### src/rtl/i2c_tx_seq.sv
// I2C transmit sequencer: a show-ahead TX FIFO feeding an I2C master byte by
// byte. A transaction is armed with go/len, waits until enough bytes are
// buffered, then holds START high while the master consumes bytes on
// data_vld rising edges.
module i2c_tx_seq #(
  parameter int DATA_W = 8,
  parameter int DEPTH  = 8,
  parameter int LEN_W  = 8,
  localparam int AW    = $clog2(DEPTH)
) (
  input  logic              CLK,
  input  logic              RST,
  input  logic              wr_en,
  input  logic [DATA_W-1:0] wr_data,
  output logic              full,
  output logic              empty,
  output logic [AW:0]       level,
  input  logic              go,
  input  logic [LEN_W-1:0]  len,
  input  logic              abort,
  output logic              busy,
  output logic              done,
  output logic              len_err,
  output logic              ovf,
  output logic              START,
  output logic [LEN_W-1:0]  num_bytes,
  output logic [DATA_W-1:0] tx_data,
  input  logic              data_vld
);

  typedef enum logic [1:0] {IDLE, WAIT_DATA, RUN, DONE} state_t;

  state_t             state_q, state_d;
  logic [DATA_W-1:0]  mem [DEPTH];
  logic [AW-1:0]      rd_q, wr_q;
  logic [AW:0]        lvl_q;
  logic [LEN_W-1:0]   rem_q, rem_d, nb_q, nb_d;
  logic               vld_q, start_q, ovf_q, lerr_q;
  logic               pop, push, ovf_d, lerr_d;

  assign full      = (lvl_q == (AW+1)'(DEPTH));
  assign empty     = (lvl_q == '0);
  assign level     = lvl_q;
  assign tx_data   = mem[rd_q];
  assign busy      = (state_q != IDLE);
  assign done      = (state_q == DONE);
  assign START     = start_q;
  assign num_bytes = nb_q;
  assign ovf       = ovf_q;
  assign len_err   = lerr_q;

  // Pops only happen in RUN on a data_vld rising edge; a pop frees a slot so a
  // push in the same cycle is accepted even when full. Abort cancels both.
  assign pop   = (state_q == RUN) && data_vld && !vld_q && !abort;
  assign push  = wr_en && (!full || pop) && !abort;
  assign ovf_d = wr_en && full && !pop && !abort;

  // Next-state logic for the transaction sequencer.
  always_comb begin
    state_d = state_q;
    rem_d   = rem_q;
    nb_d    = nb_q;
    lerr_d  = 1'b0;
    case (state_q)
      IDLE: begin
        if (go && len != '0) begin
          if (32'(len) > DEPTH) begin
            lerr_d = 1'b1;
          end else begin
            nb_d    = len;
            rem_d   = len;
            state_d = WAIT_DATA;
          end
        end
      end
      WAIT_DATA: if (32'(lvl_q) >= 32'(rem_q)) state_d = RUN;
      RUN: begin
        if (pop) begin
          rem_d = rem_q - LEN_W'(1);
          if (rem_q == LEN_W'(1)) state_d = DONE;
        end
      end
      DONE: state_d = IDLE;
      default: state_d = IDLE;
    endcase
    if (abort) begin
      state_d = IDLE;
      lerr_d  = 1'b0;
    end
  end

  // FSM, transaction counters and registered status pulses.
  always_ff @(posedge CLK or negedge RST) begin
    if (!RST) begin
      state_q <= IDLE;
      rem_q   <= '0;
      nb_q    <= '0;
      vld_q   <= 1'b0;
      start_q <= 1'b0;
      ovf_q   <= 1'b0;
      lerr_q  <= 1'b0;
    end else begin
      state_q <= state_d;
      rem_q   <= rem_d;
      nb_q    <= nb_d;
      vld_q   <= data_vld;
      start_q <= (state_d == RUN);
      ovf_q   <= ovf_d;
      lerr_q  <= lerr_d;
    end
  end

  // FIFO pointers and occupancy; abort flushes everything.
  always_ff @(posedge CLK or negedge RST) begin
    if (!RST) begin
      rd_q  <= '0;
      wr_q  <= '0;
      lvl_q <= '0;
    end else if (abort) begin
      rd_q  <= '0;
      wr_q  <= '0;
      lvl_q <= '0;
    end else begin
      if (push) wr_q <= wr_q + 1'b1;
      if (pop)  rd_q <= rd_q + 1'b1;
      if (push && !pop)      lvl_q <= lvl_q + 1'b1;
      else if (pop && !push) lvl_q <= lvl_q - 1'b1;
    end
  end

  // Storage array is intentionally not reset.
  always_ff @(posedge CLK) begin
    if (push) mem[wr_q] <= wr_data;
  end

endmodule
### config.mk
export PLATFORM = sky130hd
export DESIGN_NAME = i2c_tx_seq
export DESIGN_NICKNAME = d
export VERILOG_FILES = /design/src/rtl/i2c_tx_seq.sv
export SDC_FILE = /design/constraint.sdc
export NUM_CORES = 1
export LEC_CHECK = 0
export ABC_AREA = 1
export BUFFER_PORTS_ARGS = -buffer_cell sky130_fd_sc_hd__buf_2
export CORE_ASPECT_RATIO = 0.75
export CORE_UTILIZATION = 53
export DETAILED_ROUTE_END_ITERATION = 10
export PLACE_DENSITY_LB_ADDON = 0.15
export SYNTH_ARGS = -nofsm -noshare
export SYNTH_HDL_FRONTEND = slang
export SYNTH_SLANG_ARGS = --single-unit
export TNS_END_PERCENT = 30
### constraint.sdc
create_clock -name CLK -period 1.7 [get_ports CLK]
set_input_delay 0 -clock CLK [delete_from_list [all_inputs] [get_ports CLK]]
set_output_delay 0 -clock CLK [all_outputs]
set_load 0.1 [all_outputs]
==> summary.txt <==
Logic synthesis
  • Most common cell in the netlist: nor2_1
  • Synthesis-stage register bit count: 96
  • Cell variety after synth: 33
  • Seq/Total Area, Yosys: 61.92%
  • Async S/R FF share, synth: 33.33%
  • Largest area contributor in the netlist: edfxtp_1
  • Net Count, Synth: 464
  • Mean post-synth cell area: 10.20 µm²
  • Most used DFF post-synth: edfxtp_1
  • Post-synth EDFFs: 64
  • Cells after synthesis: 431
  • Post-synth top cells: 82 x nor2_1, 64 x edfxtp_1, 63 x nand2_1
  • Synthesized cell area: 4397 µm²
  • Share of the synthesized area in the top cell type: 43.71%
  • Warnings from Yosys: 0
  • Synth area leaders: edfxtp_1 44%, dfrtp_1 18%, nor2_1 7.0%, nand2_1 5.4%, o21ai_1 3.6%

STA
  • Hold Slack: 0.02721 ns
  • Least-Margin Pin Slew: 0.7125 ns
  • Crit share post-route: 107.7%
  • RSZ-0062 raised after global routing: yes
  • Setup-failing EPs final: 11
  • Final Hold Viols: 0
  • Post-route minimum period: 1.830 ns
  • TNS Setup: -0.9623 ns
  • Count of final max-slew check failures: 0
  • Worst Slack Setup Final: -0.1301 ns
  • Max Clock Skew: 0.01150 ns
  • Max Freq: 0.5464 GHz
  • Slew headroom: 52.50%

Detailed routing
  • Drt wl/cell: 16.27 µm
  • Routed WL: 10430 µm
  • DR DRC count: 0
  • DRT antenna net count: 0
  • Vias per Instance: 5.381
  • Vias: 3449
  • DRT Pass-1 Iters: 5
  • Initial DRC Count: 200

Clock tree
  • H-tree lvl count: 3
  • CTS Buf Count: 9
  • Clock transition at path regs: 0.10 ns
  • Clk root buf: clkbuf_8
  • Clock sink total: 96
  • Clk buf depth: 2
  • CTS tree: done
  • Worst-Skew Late Latency: 0.36 ns

Cells and area
  • Ant. Diodes: 0
  • Multi-input logic area: 1734 µm²
  • Layout filler cell count: 537
  • Synth-to-layout area growth: 35.91%
  • Register Area: 2734 µm²
  • # nets final: 564
  • Layout cell share with drive strength beyond 1: 37.69%

Global route
  • Initial antenna violation count: 0
  • First-pass GRT wire length: 16270 µm
  • Vias in the first global route: 3243
  • Global route overflow: 0
  • Total GRT Usage: 25.36%
  • Largest net degree at the start of global routing: 33

Placement
  • DP HPWL: 6702 µm
  • IO buf count: 48
  • Final GP Congestion: 0.8624
  • Setup WS pre-CTS: -0.09740 ns

Power and ir drop
  • Tot Pwr: 6.750 mW
  • Max VDD drop: 1.232 mV
  • Leakage power: 2.488 nW
  • Power Density: 1130 nW/µm²

Run status
  • Failing checks: setup timing
  • Status: finished, violations left

Setup path
  • Kind of critical path: flip-flop to primary output
  • Crit path DAT: 1.83 ns
  • CP endpoint kind: primary output
  • CP required: 1.70 ns
  • Register-to-Register Path Depth: 8
  • Worst Path Max Fanout: 17
  • Startpoint Class: flip-flop

Hold path
  • Min-delay worst type: primary input to flip-flop
  • Hold Crit Depth: 5

Flow run
  • Number of max-cap violations: 0

Floorplan
  • Row cnt: 28
  • Initial core utilization: 55.29%
  • Core ar.: 7953 µm²
  • Die Wd: 107.2 µm
  • Die ar.: 8668 µm²
  • IO Pins: 49
  • Die H: 80.88 µm
==> cell type report <==
cell class	count	share of cell area [%]
clock buffers	9	2.073
clock inverters	7	1.403
inverters	46	3.329
multi-input cells	277	29.02
flip-flops and latches	96	45.75
well taps	105	2.198
repair buffers	101	16.23
==> worst paths after layout <==
check / start / end / slack, ns
worst max-delay path: rd_q[0] / tx_data[3] / -0.13
worst min-delay path: len[6] / rem_q[6] / 0.03
worst max register to register: level[0] / level[1] / -0.04
worst min register to register: num_bytes[6] / num_bytes[6] / 0.48
max in group asynchronous: RST / level[0] / 0.96
min in group asynchronous: RST / num_bytes[4] / 0.21
==> cell families (layout without fill, tap and decap cells) <==
logic type               Yosys count  after routing  synth area share [%]
AND/OR/NAND/NOR                  179            179                 18.04
buffers and inverters             58            163                 5.720
adder cells (fa/ha/maj)           11             11                 3.301
XOR/XNOR                           2              2                0.3985
AO/OA/AOI/OAI                     85             85                 10.61
flip-flops                        96             96                 61.92
==> cells in the final DEF, fill, tap and decap left out, types with 3 or more instances in the layout <==
cell	count
edfxtp_1	64
buf_4	21
nand2_2	12
buf_2	38
dfrtp_2	3
inv_2	18
o21ai_1	33
nand2_4	5
o22ai_1	5
o21ai_0	11
o22ai_2	6
buf_12	14
a31oi_2	6
nor2_4	10
a21oi_2	3
a21oi_1	5
inv_4	3
nand3_1	10
nor2_2	10
dfrtp_1	27
nand3_2	3
nor2_1	65
ha_1	8
buf_16	3
inv_1	22
dlygate4sd3_1	18
nand2_1	54
clkbuf_8	9
buf_6	5
nand4_1	5
o21ai_2	11
==> registers in the layout, indices dropped and copies added, names as in the netlist <==
signal / cells
rd_q: 3
len_err: 1
mem: 64
vld_q: 1
state_q: 2
rem_q: 8
level: 4
num_bytes: 8
ovf: 1
wr_q: 3
START: 1
==> worst max-delay path, stage by stage (launching register included) <==
cell      delay, ns
dfrtp_2        0.48
clkinv_4       0.13
buf_6          0.12
buf_16         0.14
o21ai_1        0.09
a31oi_2        0.29
buf_12         0.22
==> per-stage QoR <==
stage	area [µm²]	util [%]	std cells
3_3_place_gp	5115	64.32	595
5_1_grt	5976	75.14	641
6_report	5976	75.14	641
2_1_floorplan	4501	-	431
3_5_place_dp	5115	64.32	595
4_1_cts	5649	71.04	633
==> repair_timing <==
| item | 4_1_cts | 5_1_grt |
|---|---|---|
| gates resized for setup | 18 | 68 |
| cloned | 3 | 0 |
| buffers inserted | 1 | 8 |
| endpoints found under the hold margin | 107 | 0 |
| endpoints found under the setup margin | 13 | 75 |
| hold buffers | 18 | 0 |
| pin swaps | 10 | 31 |
==> layer usage <==
layer / GRT usage (%) / wire [µm] / up-vias
li1: - / - / 1671
met4: 5.616 / 54 / 0
met1: 36.52 / 4885 / 1660
met5: 0 / 0 / -
met3: 6.100 / 595 / 4
met2: 39.42 / 4892 / 114
==> power breakdown <==
part / total, mW / switching [mW] / internal, mW / leakage (nW)
Sequential: 2.83 / 0.146 / 2.68 / 0.984
Combinational: 2.36 / 1.60 / 0.758 / 1.40
Clock: 1.56 / 0.848 / 0.711 / 0.108
No activity file was read; power rests on OpenSTA's default activity.
